## src/rtl/muldiv_unit.sv

```systemverilog
// Iterative RV32M multiply/divide unit: one bit per cycle shift-add multiply and
// restoring divide, with sign fix-up and single-cycle fast paths for divide corner cases.
module muldiv_unit #(
    parameter int DATA_WIDTH = 32,
    parameter int TAG_WIDTH  = 5
) (
    input  logic                  clk,
    input  logic                  rst,
    input  logic                  InValid,
    output logic                  InReady,
    input  logic [2:0]            Funct3,
    input  logic [DATA_WIDTH-1:0] SrcA,
    input  logic [DATA_WIDTH-1:0] SrcB,
    input  logic [TAG_WIDTH-1:0]  TagIn,
    input  logic                  Flush,
    output logic                  OutValid,
    input  logic                  OutReady,
    output logic [DATA_WIDTH-1:0] Result,
    output logic [TAG_WIDTH-1:0]  TagOut,
    output logic                  Busy,
    output logic [1:0]            dbg_state
);

    localparam int W  = DATA_WIDTH;
    localparam int PW = 2 * DATA_WIDTH;
    localparam int CW = $clog2(DATA_WIDTH);
    localparam logic [W-1:0]  ONE   = W'(1);
    localparam logic [PW-1:0] ONE2  = PW'(1);
    localparam logic [W-1:0]  MINV  = {1'b1, {(W-1){1'b0}}};
    localparam logic [CW-1:0] LAST  = CW'(DATA_WIDTH - 1);

    typedef enum logic [1:0] {IDLE, CALC, FIX, DONE} state_t;

    // Handshakes: a transfer happens on a rising edge where valid and ready are both high.
    // InValid/InReady move an op in; OutValid/OutReady move a result out; Flush overrides both.
    state_t          state;
    logic [2:0]      op;
    logic [W-1:0]    a_mag;
    logic [W-1:0]    b_mag;
    logic            neg_res;
    logic            a_neg_q;
    logic [CW-1:0]   counter;
    logic [PW-1:0]   prod;

    logic            a_signed, b_signed, a_neg_in, b_neg_in;
    logic [W-1:0]    a_mag_in, b_mag_in;
    logic            div_zero, div_ovf, fast_hit;
    logic [W-1:0]    fast_val;
    logic [W:0]      mul_sum, div_shift, div_diff;
    logic [PW-1:0]   prod_step, prod_s;
    logic [W-1:0]    quo, rem, fix_val;

    assign InReady   = (state == IDLE);
    assign Busy      = (state != IDLE);
    assign dbg_state = state;

    always_comb begin
        a_signed = (Funct3 == 3'b000) || (Funct3 == 3'b001) || (Funct3 == 3'b010) ||
                   (Funct3 == 3'b100) || (Funct3 == 3'b110);
        b_signed = (Funct3 == 3'b000) || (Funct3 == 3'b001) ||
                   (Funct3 == 3'b100) || (Funct3 == 3'b110);
        a_neg_in = a_signed & SrcA[W-1];
        b_neg_in = b_signed & SrcB[W-1];
        a_mag_in = a_neg_in ? (~SrcA + ONE) : SrcA;
        b_mag_in = b_neg_in ? (~SrcB + ONE) : SrcB;

        div_zero = Funct3[2] && (SrcB == '0);
        div_ovf  = Funct3[2] && !Funct3[0] && (SrcA == MINV) && (SrcB == '1);
        fast_hit = div_zero || div_ovf;
        if (div_zero) fast_val = Funct3[1] ? SrcA : '1;
        else          fast_val = Funct3[1] ? '0 : SrcA;
    end

    // Product register doubles as {remainder, quotient/dividend} during a divide.
    always_comb begin
        mul_sum   = {1'b0, prod[PW-1:W]} + (prod[0] ? {1'b0, b_mag} : '0);
        div_shift = {prod[PW-1:W], prod[W-1]};
        div_diff  = div_shift - {1'b0, b_mag};
        if (!op[2])         prod_step = {mul_sum, prod[W-1:1]};
        else if (div_diff[W]) prod_step = {div_shift[W-1:0], prod[W-2:0], 1'b0};
        else                prod_step = {div_diff[W-1:0], prod[W-2:0], 1'b1};
    end

    always_comb begin
        prod_s = neg_res ? (~prod + ONE2) : prod;
        quo    = prod[W-1:0];
        rem    = prod[PW-1:W];
        if (op[2]) begin
            if (op[1]) fix_val = a_neg_q ? (~rem + ONE) : rem;
            else       fix_val = neg_res ? (~quo + ONE) : quo;
        end else begin
            fix_val = (op[1:0] == 2'b00) ? prod_s[W-1:0] : prod_s[PW-1:W];
        end
    end

    always_ff @(posedge clk or negedge rst) begin
        if (!rst) begin
            state    <= IDLE;
            op       <= '0;
            a_mag    <= '0;
            b_mag    <= '0;
            neg_res  <= 1'b0;
            a_neg_q  <= 1'b0;
            counter  <= '0;
            prod     <= '0;
            Result   <= '0;
            TagOut   <= '0;
            OutValid <= 1'b0;
        end else begin
            case (state)
                IDLE: begin
                    if (InValid && !Flush) begin
                        op      <= Funct3;
                        TagOut  <= TagIn;
                        a_mag   <= a_mag_in;
                        b_mag   <= b_mag_in;
                        neg_res <= a_neg_in ^ b_neg_in;
                        a_neg_q <= a_neg_in;
                        counter <= '0;
                        prod    <= {{W{1'b0}}, a_mag_in};
                        if (fast_hit) begin
                            Result   <= fast_val;
                            OutValid <= 1'b1;
                            state    <= DONE;
                        end else begin
                            state <= CALC;
                        end
                    end
                end
                CALC: begin
                    if (Flush) begin
                        state <= IDLE;
                    end else begin
                        prod    <= prod_step;
                        counter <= counter + CW'(1);
                        if (counter == LAST) state <= FIX;
                    end
                end
                FIX: begin
                    if (Flush) begin
                        state <= IDLE;
                    end else begin
                        Result   <= fix_val;
                        OutValid <= 1'b1;
                        state    <= DONE;
                    end
                end
                DONE: begin
                    if (Flush || OutReady) begin
                        OutValid <= 1'b0;
                        state    <= IDLE;
                    end
                end
                default: state <= IDLE;
            endcase
        end
    end

endmodule

```

## config.mk

```make
export PLATFORM = sky130hd
export DESIGN_NAME = muldiv_unit
export DESIGN_NICKNAME = d
export VERILOG_FILES = /design/src/rtl/muldiv_unit.sv
export SDC_FILE = /design/constraint.sdc
export NUM_CORES = 1
export LEC_CHECK = 0
export CAP_MARGIN = 20
export CORE_MARGIN = 1
export CORE_UTILIZATION = 52
export CTS_BUF_LIST = sky130_fd_sc_hd__clkbuf_16
export CTS_CLUSTER_SIZE = 30
export DETAILED_ROUTE_END_ITERATION = 16
export GPL_ROUTABILITY_DRIVEN = 0
export PLACE_DENSITY = 0.72
export SYNTH_ARGS = -nofsm -noshare
export SYNTH_HDL_FRONTEND = slang
export SYNTH_SLANG_ARGS = --single-unit
```

## constraint.sdc

```tcl
create_clock -name clk -period 3.5 [get_ports clk]
set_input_delay 0.875 -clock clk [delete_from_list [all_inputs] [get_ports clk]]
set_output_delay 0.875 -clock clk [all_outputs]
set_load 0.02 [all_outputs]
```

Word-level counts from Yosys, hierarchy flattened. Index checks and enable logic that the tools add are counted.

Bits in registers: 146. Input bits: 77.

Equality and inequality tests: 16. Add/sub/neg operators: 8. Mux-type cells: 36. Bitwise logic cells: 8. Reduce and logical (&&, ||, !) cells: 28.

Operators with widths (count): $mux W32 (14); $mux W64 (5); $add A32 B1 Y32 const B (4); $not A32 Y32 (4); $pmux W64 S2 (1); $add A64 B1 Y64 const B (1); $eq A32 B32 Y1 const B (2); $not A64 Y64 (1); $pmux W32 S2 (1); $add A32 B32 Y33 (1); $sub A33 B32 Y33 (1); $logic_not A32 Y1 (1); $mux W2 (6); $mux W5 (2); $pmux W5 S2 (1); $logic_or A1 B1 Y1 (8); $pmux W2 S4 (1); $eq A3 B3 Y1 const B (2); $ne A2 B2 Y1 const B (3); $reduce_and A3 Y1 (2); $reduce_bool A2 Y1 (3); $add A5 B1 Y5 const B (1); $eq A5 B5 Y1 const B (1); $logic_and A1 B1 Y1 (5); 17 further kinds (25).

Logic depth before layout (Yosys ltp). Gate-level depths: netlist of run 1.

Word-level depth: 9. Depth in mapped cells: 15.

Least setup slack after synthesis of run 1. OpenSTA, ideal clock, no wires.

Kind: input to register. Start: input SrcB[0]. End: register Result[13]. Arrival: 3349 ps. Setup time: 126 ps. Path slack: 25 ps. Stages on the path: 11. Required time: 3374 ps. Cells stage by stage: inv_1 ha_1 or3b_2 nor3_2 nand4b_1 nor2_1 nor3b_1 or4_4 buf_6 buf_6 a221o_1.

Cells in the longest elaborated chain, start to end: 6. Elaborated cells between the ends (all ways): 11. Those cells by class: eq/ne: 2; mux: 4; reduce/logical: 5.

RTL lines: from (decl) (RTL line 13) `input logic [DATA_WIDTH-1:0] SrcB,`; $logic_not A32 Y1 (RTL line 67) `div_zero = Funct3[2] && (SrcB == '0);`; $logic_and A1 B1 Y1 (RTL line 67); $mux W32 (RTL line 70) `if (div_zero) fast_val = Funct3[1] ? SrcA : '1;`; $mux W32 (RTL line 121) `if (fast_hit) begin`; $mux W32 (RTL line 112) `if (InValid && !Flush) begin`; $pmux W32 S2 (RTL line 110) `case (state)`; to (signal assigned) (RTL line 122) `Result <= fast_val;`; to (signal assigned) (RTL line 143) `Result <= fix_val;`; to (decl) (RTL line 18) `output logic [DATA_WIDTH-1:0] Result,`.

Parallel ways exist; a longest one is shown, timed or not. The select of a mux whose other input is x is not followed. A chain may end at the register's enable or synchronous reset.

Worst setup path after layout of run 1.
Start: input SrcA[27]. End: register Result[19].

Cells in the longest elaborated chain, start to end: 6.

RTL lines: from (decl) (RTL line 12) `input logic [DATA_WIDTH-1:0] SrcA,`; $eq A32 B32 Y1 (RTL line 68) `div_ovf = Funct3[2] && !Funct3[0] && (SrcA == MINV) && (SrcB == '1);`; $logic_and A1 B1 Y1 (2 in series) (RTL line 68); $logic_or A1 B1 Y1 (RTL line 69) `fast_hit = div_zero || div_ovf;`; $ne A2 B1 Y1 (no source line); $reduce_and A4 Y1 (no source line).

Every way passes these cells.

==> impl_metrics.tcl, run 1 <==
set metrics [dict create \
    outcome "finished, violations left" \
    violations "negative setup slack" \
    dr.pass1.iters 6 \
    path_cells "clkdlybuf4s50_1 -> or3_1 -> or4b_4 -> nor3_2 -> nand3_1 -> nor3b_4 -> buf_6 -> nor4_4 -> nand2_2 -> buf_12 -> o22ai_1 -> nor2_1" \
    r2r_slack_ps 80 \
    fin_crit_sh 1.00 \
    vias 16500 \
    antenna_found_initial 0 \
    coreArea_um2 27900 \
    grt_max_degree 81 \
    powerDensity_nw_per_um2 774 \
    path_max_fanout 7 \
    die_w_um 171 \
    async_flop_share 1.00 \
    cpPeakStageDelay_ps 530 \
    port_buffers 118 \
    hold_violations 0 \
    via_per_inst 6.39 \
    critPathBufInv 3 \
    vdd.ir_drop.worst_mv 0.496 \
    critPathLaunchType "input pin" \
    clk_path_buf_depth 2 \
    synth_edf_count 0 \
    avgRoutedWirePerCell_um 20.5 \
    ys.flop_type "dfrtp_1" \
    synth_top_family_by_area "compound AO/OA/AOI/OAI gates" \
    postCtsHoldBufs 0 \
    synth_compound_area_frac 0.255 \
    fp-row-count 61 \
    synth_area_leaders "dfrtp_1 (25%), o21ai_0 (6.1%), ha_1 (6.0%)" \
    grt_pass1_wl_um 82000 \
    netSwitchingPower_uw 7080 \
    maxSlewHeadroom 0.447 \
    critPathKind "input pin to flip-flop" \
    grt_util_met3 0.0729 \
    busiest_layer "met2" \
    yosys_register_bits 146 \
    ant_nets 0 \
    endpoint "Result[19]$_DFFE_PN0P_" \
    rr_startpoint "prod[14]$_DFFE_PN0P_" \
    startpoint "SrcA[27]" \
    synthSimpleGateAreaFrac 0.206 \
    die_y_um 171 \
    post-route-drc-count 0 \
    setup_violations 3 \
    critPathArrivalTime_ps 3820 \
    layout-drive-gt1-share 0.174 \
    use_met1 0.486 \
    crit_slowest_cell "or4b_4" \
    synthAdderAreaFrac 0.0835 \
    place_area_um2 17900 \
    fin_nets 2348 \
    syn_inst 1942 \
    slew_violations 0 \
    pwr-share-comb 0.665 \
    finClkSkew_ps 12.8 \
    cts.sinks 146 \
    dp_slack_ps -430 \
    grtUsageMet2 0.574 \
    start_util 0.531 \
    grt_usage 0.361 \
    max_cap_viol_count 0 \
    cp-end-kind "flip-flop" \
    totalWireLength_um 53200 \
    drt_iter0_markers 1718 \
    rsz0062_at_grt "yes" \
    ff2ff_path_depth 10 \
    fmaxAchievable_ghz 0.285 \
    cts_tree "done" \
    ys_types 79 \
    synth.cell_area_um2 14800 \
    worst_pin_slew_ps 830 \
    cp_num_cells 12 \
    antennaDiodeCount 0 \
    rr_endpoint "Result[24]$_DFFE_PN0P_" \
    dieArea_um2 29200 \
    static-leakage-power_uw 0.00830 \
    avgSynthCellArea_um2 7.64 \
    synth_nets 2092 \
    clock_latency_ps 440 \
    synth.area.mux_share 0.0456 \
    grt_pass1_vias 15400 \
    num_io_pins 119 \
    holdWs_ps 423 \
    synth_seq_area_share 0.246 \
    swShare 0.483 \
    areaGrowthSynthToFinish_pct 27.5 \
    htreeDepth 4 \
    synthXorXnorAreaFrac 0.109 \
    power.internal_uw 7570 \
    cts_made_buffers 17 \
    final_area_um2 18900 \
    yosysWarningCount 0 \
    path_clk_slew_ps 70 \
    p_clk_frac 0.127 \
    yosysTopAreaCell "dfrtp_1" \
    layout_setup_ws_ps -8.87 \
    finalCriticalPeriod_ps 3510 \
    critical_path_required_ps 3810 \
    critPathTopFamily "simple AND/OR/NAND/NOR gates" \
    p_seq_frac 0.208 \
    root_buffer "clkbuf_16" \
    hold_class "input pin to asynchronous set/reset pin" \
    dp_hpwl_um 40000 \
    gr-total-overflow 0 \
    yosysTopAreaCellShare 0.246 \
]
[registers in the layout (all words and copies together), names as in the netlist]
signal / cells
counter: 5
b_mag: 32
OutValid: 1
op: 3
neg_res: 1
a_neg_q: 1
dbg_state: 2
TagOut: 5
Result: 32
prod: 64
[logic make-up after synthesis]
logic type	count (synthesis)
simple gates	629
compound gates	607
buf+inv	205
xor+xnor	185
flops	146
fa+ha+maj	104
mux	66
[synth_stat cells, drive strengths merged (7+ instances only)]
master	n
mux2i	53
maj3	31
o41ai	13
o211ai	16
clkbuf	114
xor2	92
and2	8
or2	11
buf	24
nor2	186
a21o	33
nand4	22
nor2b	15
o31ai	32
a22oi	17
a31oi	9
nand2b	21
nand3	29
a221o	13
and3	9
ha	71
nor4	22
nor3b	7
o21ai	188
a21oi	159
or4	21
mux2	13
nand2	196
o21bai	7
xnor2	93
or3	28
nor3	33
a211oi	22
o221ai	13
dfrtp	146
o22ai	26
inv	67
o21a	14
[metrics by stage]
step | util | total power [µW] | std cells | TNS, ps
6_report | 0.677 | 14600 | 2589 | -18.8
3_5_place_dp | 0.642 | 12200 | 2545 | -13060
5_1_grt | 0.677 | 15500 | 2589 | -715
3_3_place_gp | 0.642 | 12000 | 2545 | -11570
4_1_cts | 0.663 | 14100 | 2577 | 0
2_1_floorplan | - | 8790 | 1942 | 0
[timing repair]
item                                   in CTS  in global routing
pin swaps                                   0                 21
resized for setup                           7                 71
setup endpoints to repair                   7                 48
endpoints found under the hold margin       0                  0
buffers inserted                            0                  8
cloned                                      0                  3
[layer usage]
| layer | share of wire | wire length [µm] |
|---|---|---|
| met5 | 0 | 0 |
| met3 | 0.11 | 5600 |
| met1 | 0.41 | 21800 |
| met2 | 0.45 | 24000 |
| met4 | 0.035 | 1860 |
[power groups by stage]
stage          sequential (µW)  clock (µW)  combinational, µW
2_1_floorplan             3010           0               5790
6_report                  3050        1860               9730
3_3_place_gp              3000           0               8970
4_1_cts                   2990        1870               9270
3_5_place_dp              3020           0               9190
5_1_grt                   3100        1940              10500
[worst min path at each step]
stage / from / end / slack, ps
after floorplan: counter[4]$_DFFE_PN0P_ / counter[4]$_DFFE_PN0P_ / 470
after global placement: Result[5]$_DFFE_PN0P_ / Result[5]$_DFFE_PN0P_ / 470
after detailed placement: Result[5]$_DFFE_PN0P_ / Result[5]$_DFFE_PN0P_ / 480
after CTS: rst / prod[9]$_DFFE_PN0P_ / 480
after global routing: rst / prod[9]$_DFFE_PN0P_ / 460
final: rst / prod[10]$_DFFE_PN0P_ / 420
[cell type report]
cell class	instances	area, µm²
fill	2340	9010
clock buffer	17	425
multi-input combinational	1592	10700
inverter	67	251
timing repair buffer	374	3250
sequential	146	3660
tap	378	473
clock inverter	15	143
[cell usage in the layout (no fill, tap or decap), types with 16 or more instances in the layout]
cell type	count
o22ai_1	17
nand3_1	28
nor2_1	181
o21ai_0	174
dfrtp_1	144
inv_1	68
a22oi_1	17
xor2_1	91
o211ai_1	16
mux2i_1	53
ha_1	70
a21oi_1	151
clkdlybuf4s50_1	110
nand2b_1	21
a21o_1	33
xnor2_1	93
maj3_1	31
a211oi_1	21
or3_1	26
nand4_1	22
clkbuf_16	18
nor3_1	28
buf_4	243
o31ai_1	30
nand2_1	195
Note: power is estimated with default switching activity, not from simulation.
==> run 2: changes to the inputs <==
--- a/config.mk
+++ b/config.mk
@@ -6,6 +6,7 @@
 export NUM_CORES = 1
 export LEC_CHECK = 0
 export CAP_MARGIN = 20
+export CORE_ASPECT_RATIO = 1.4
 export CORE_MARGIN = 1
 export CORE_UTILIZATION = 52
 export CTS_BUF_LIST = sky130_fd_sc_hd__clkbuf_16
==> run 2 against run 1 <==
Effect of this change: the run now ends clean; via count down 3.1%; core utilization about the same; sequential power about the same; clock power up 15%; wire length down 6.1%; sequential share of layout area up 0.078 points; maximum frequency up 1.6%; hold slack worse by 100 ps; largest power group unchanged.
==> impl_metrics.tcl, run 2 (same netlist as run 1, synthesis figures left out) <==
set metrics [dict create \
    fin_nets 2324 \
    fin_crit_sh 0.987 \
    rr_startpoint "b_mag[0]$_DFFE_PN0P_" \
    vdd.ir_drop.worst_mv 0.316 \
    holdWs_ps 323 \
    totalWireLength_um 50000 \
    critPathKind "flip-flop to flip-flop" \
    finalCriticalPeriod_ps 3450 \
    cts_tree "done" \
    rr_endpoint "prod[38]$_DFFE_PN0P_" \
    antenna_found_initial 0 \
    final_core_util 0.677 \
    path_clk_slew_ps 60 \
    most-common-layout-cells "buf_4 (220), nand2_1 (195), nor2_1 (182), o21ai_0 (174), a21oi_1 (154)" \
    endpoint "prod[38]$_DFFE_PN0P_" \
    dr_wl_met3_um 3460 \
    layout_commonest_cell "buf_4" \
    wl_met1_um 18600 \
    clock_latency_ps 460 \
    slew_violations 0 \
    layout-drive-gt1-share 0.162 \
    die_w_um 145 \
    gr-total-overflow 0 \
    htreeDepth 4 \
    start_util 0.533 \
    total_power_uw 14400 \
    wl_met2_um 24200 \
    regMostFlops "prod" \
    antennaDiodeCount 0 \
    static-leakage-power_uw 0.00833 \
    port_buffers 118 \
    grt_pass1_wl_um 78400 \
    num_io_pins 119 \
    fmaxAchievable_ghz 0.289 \
    dp_hpwl_um 38300 \
    regArea_um2 3660 \
    cts.sinks 146 \
    grt_pass1_vias 15500 \
    multiInputGateArea_um2 10700 \
    drt_iter0_markers 1240 \
    grt_max_degree 81 \
    critPathLaunchType "flip-flop" \
    cts_made_buffers 17 \
    setup_tns_ps 0 \
    critical_path_required_ps 3850 \
    root_buffer "clkbuf_16" \
    largest_reg_flops 64 \
    startpoint "b_mag[0]$_DFFE_PN0P_" \
    worst_pin_slew_ps 834 \
    cp-end-kind "flip-flop" \
    areaGrowthSynthToFinish_pct 27.0 \
    top_regs "prod (64), Result (32), b_mag (32)" \
    avgRoutedWirePerCell_um 19.6 \
    ff2ff_path_depth 15 \
    setup_violations 0 \
    path_max_fanout 15 \
    top_signal_layer_used "met4" \
    via_per_inst 6.27 \
    ant_nets 0 \
    hold_violations 0 \
    postCtsHoldBufs 0 \
    fillers 2341 \
    fp-row-count 72 \
    finClkSkew_ps 8.98 \
    coreArea_um2 27800 \
    vias 16000 \
    place_area_um2 17700 \
    dr.pass1.iters 6 \
    post-route-drc-count 0 \
    max_cap_viol_count 0 \
    maxSlewHeadroom 0.444 \
    die_y_um 202 \
    dieArea_um2 29200 \
    critPathArrivalTime_ps 3810 \
    r2r_slack_ps 50 \
    final_area_um2 18800 \
    clk_path_buf_depth 2 \
    outcome "completed" \
    grt_usage 0.345 \
    hold_class "input pin to asynchronous set/reset pin" \
    powerDensity_nw_per_um2 764 \
]
==> run 2: how the worst min path moves through the flow <==
stage	start	endpoint	cells past startpoint
2_1_floorplan	counter[4]$_DFFE_PN0P_	counter[4]$_DFFE_PN0P_	1
3_3_place_gp	Result[5]$_DFFE_PN0P_	Result[5]$_DFFE_PN0P_	2
3_5_place_dp	Result[30]$_DFFE_PN0P_	Result[30]$_DFFE_PN0P_	2
4_1_cts	rst	Result[5]$_DFFE_PN0P_	1
5_1_grt	rst	prod[6]$_DFFE_PN0P_	1
6_report	rst	prod[8]$_DFFE_PN0P_	1
==> run 2: per-stage QoR <==
stage          setup slack [ps]  cells
2_1_floorplan              25.2   1942
3_3_place_gp               -477   2517
3_5_place_dp               -569   2517
4_1_cts                    20.2   2549
5_1_grt                   -40.8   2555
6_report                   45.1   2555
==> run 2: what timing repair did <==
item	in CTS	in global routing
cloned	1	1
resized for setup	14	73
pin swaps	2	17
setup buffers	1	4
endpoints found under the setup margin	17	43
==> run 2: layout make-up <==
cell class                      count  area share
Clock buffer                       17      0.0226
Clock inverter                     13      0.0129
Inverter                           67      0.0133
Multi-Input combinational cell   1591       0.568
Sequential cell                   146       0.194
Tap cell                          370      0.0246
Timing Repair Buffer              351       0.164
==> run 2: power breakdown <==
group	internal, µW	total, µW	switching, µW
Combinational	4040	9200	5160
Clock	1390	2140	754
Sequential	2280	3040	764
Total	7710	14400	6680
==> run 2: worst max-delay path: stages, from the launching register on <==
cell      delay, ps
dfrtp_1         410
buf_4           160
ha_1            220
fa_1            400
nand2b_1        190
a21o_1          210
a21oi_2         260
a21oi_2         140
a21oi_1         160
buf_4           180
xor2_4          170
buf_12          170
buf_4           190
mux2i_1         240
a21oi_1          90
a21o_1          160
==> run 2: layer usage <==
layer	global-route usage	up-vias
li1	-	7498
met3	0.0483	237
met4	0.244	0
met2	0.588	811
met5	0	-
met1	0.391	7471
==> run 3: changes to the inputs <==
--- a/config.mk
+++ b/config.mk
@@ -14,6 +14,7 @@
 export DETAILED_ROUTE_END_ITERATION = 16
 export GPL_ROUTABILITY_DRIVEN = 0
 export PLACE_DENSITY = 0.72
+export SETUP_SLACK_MARGIN = 0.3
 export SYNTH_ARGS = -nofsm -noshare
 export SYNTH_HDL_FRONTEND = slang
 export SYNTH_SLANG_ARGS = --single-unit
==> run 3 against run 2 <==
Effect of this change: wire length rose by 4.3%; largest power group unchanged; clock skew barely moved; core utilization rose by 2.8 points; register-to-register slack improved by 260 ps; design area rose by 4.2%; clock power fell by 14%; non-clock buffer count rose by 31; highest routed layer unchanged.
==> impl_metrics.tcl, run 3 (same netlist as run 1, synthesis figures left out) <==
set metrics [dict create \
    critical_path_required_ps 3780 \
    worst_pin_slew_ps 912 \
    critPathKind "flip-flop to flip-flop" \
    start_util 0.533 \
    layout-drive-gt1-share 0.218 \
    total_power_uw 15100 \
    path_clk_slew_ps 60 \
    final_area_um2 19600 \
    antennaDiodeCount 0 \
    grt_pass1_wl_um 79300 \
    hold_class "input pin to asynchronous set/reset pin" \
    hold_violations 0 \
    dr.pass1.iters 6 \
    gr-total-overflow 0 \
    critPathArrivalTime_ps 3470 \
    static-leakage-power_uw 0.00860 \
    fin_crit_sh 0.912 \
    ant_nets 0 \
    max_cap_viol_count 0 \
    regMostFlops "prod" \
    port_buffers 118 \
    htreeDepth 4 \
    dieArea_um2 29200 \
    rsz0062_at_grt "yes" \
    cts_tree "done" \
    cts_made_buffers 17 \
    maxSlewHeadroom 0.390 \
    num_io_pins 119 \
    grt_util_met3 0.0471 \
    root_buffer "clkbuf_16" \
    die_w_um 145 \
    vias 16300 \
    grt_usage 0.350 \
    via_per_inst 6.30 \
    use_met1 0.395 \
    fmaxAchievable_ghz 0.313 \
    clk_path_buf_depth 2 \
    fillers 2167 \
    path_max_fanout 7 \
    areaGrowthSynthToFinish_pct 32.3 \
    slew_violations 0 \
    postCtsHoldBufs 0 \
    setup_violations 0 \
    die_y_um 202 \
    grt_max_degree 81 \
    coreArea_um2 27800 \
    outcome "completed" \
    totalWireLength_um 52100 \
    most-common-layout-cells "buf_4 (239), nand2_1 (194), nor2_1 (176), o21ai_0 (167), a21oi_1 (141)" \
    critPathLaunchType "flip-flop" \
    busiest_layer "met2" \
    top_regs "prod (64), Result (32), b_mag (32)" \
    fin_nets 2356 \
    clock_latency_ps 440 \
    layout_commonest_cell "buf_4" \
    avgRoutedWirePerCell_um 20.1 \
    cts.sinks 146 \
    powerDensity_nw_per_um2 771 \
    finalCriticalPeriod_ps 3190 \
    cp-end-kind "flip-flop" \
    grt_pass1_vias 15600 \
    vdd.ir_drop.worst_mv 0.388 \
    regArea_um2 3670 \
    drt_iter0_markers 1329 \
    fp-row-count 72 \
    place_area_um2 17900 \
    grtUsageMet2 0.606 \
    finClkSkew_ps 9.23 \
    multiInputGateArea_um2 11200 \
    antenna_found_initial 0 \
    largest_reg_flops 64 \
    dp_hpwl_um 38400 \
    post-route-drc-count 0 \
]
-- run 3: changes by cell type in the layout (fill, tap and decap cells not counted), moves of 8 or more --
cell / previous run / this run
a21oi_2: 5 / 14
ha_1: 69 / 49
a21oi_1: 154 / 141
ha_4: 0 / 8
buf_4: 220 / 239
dfrtp_2: 2 / 11
clkdlybuf4s50_1: 98 / 78
ha_2: 2 / 14
dfrtp_1: 144 / 135
dlymetal6s2s_1: 19 / 28
-- run 3: per-layer routing --
metal  up-vias  part of all wire  wire length (µm)
li1       7547                 -                 -
met1      7687              0.37             19200
met2       847              0.49             25600
met3       235             0.069              3570
met4         0             0.073              3780
met5         -                 0                 0
-- run 3: cell type report --
type	count	area share
Clock buffer	17	0.0217
Clock inverter	15	0.00765
Inverter	67	0.0128
Multi-Input combinational cell	1592	0.571
Sequential cell	146	0.187
Tap cell	370	0.0236
Timing Repair Buffer	382	0.176
-- run 3: what timing repair did --
| item | 4_1_cts | 5_1_grt |
|---|---|---|
| buffers inserted | 5 | 17 |
| setup endpoints to repair | 67 | 60 |
| resized for setup | 80 | 169 |
| pin swaps | 39 | 47 |
| gates cloned | 2 | 1 |
-- run 3: path summary, 6_finish.rpt --
| kind | start | end | slack (ps) | cells after the start |
|---|---|---|---|---|
| worst max-delay path | b_mag[0]$_DFFE_PN0P_ | prod[40]$_DFFE_PN0P_ | 310 | 15 |
| worst min-delay path | rst | Result[7]$_DFFE_PN0P_ | 380 | 1 |
| worst max register to register | b_mag[0]$_DFFE_PN0P_ | prod[40]$_DFFE_PN0P_ | 310 | 15 |
| worst min register to register | TagOut[2]$_DFFE_PN0P_ | TagOut[2]$_DFFE_PN0P_ | 500 | 1 |
| max in group asynchronous | rst | b_mag[0]$_DFFE_PN0P_ | 2170 | 2 |
| min in group clk | TagOut[2]$_DFFE_PN0P_ | TagOut[2]$_DFFE_PN0P_ | 500 | 1 |
-- run 3: report_power, final --
part	internal, µW	total (µW)	switching [µW]
sequential	2290	3130	841
combinational	4610	10200	5550
clock	1100	1850	754
total	8000	15100	7150
-- run 3: worst max-delay path, stage by stage, from the launching register on --
cell and delay, ps:
dfrtp_2 450, ha_4 180, fa_2 350, nand2b_4 160, a21o_4 230, a21oi_4 210
a21oi_4 100, a21oi_2 150, buf_6 140, xor2_4 210, buf_12 170, buf_8 130
buf_4 140, nand2_1 50, o21ai_0 140, o221ai_1 210
-- run 3: stage by stage --
step	hold WS, ps	instances	setup WS (ps)	TNS [ps]	util
after floorplan	473	1942	42.9	0	-
after global placement	480	2531	-365	-9320	0.643
after detailed placement	489	2531	-414	-10740	0.643
after CTS	383	2570	299	0	0.675
after global routing	401	2589	177	0	0.705
final	377	2589	308	0	0.705
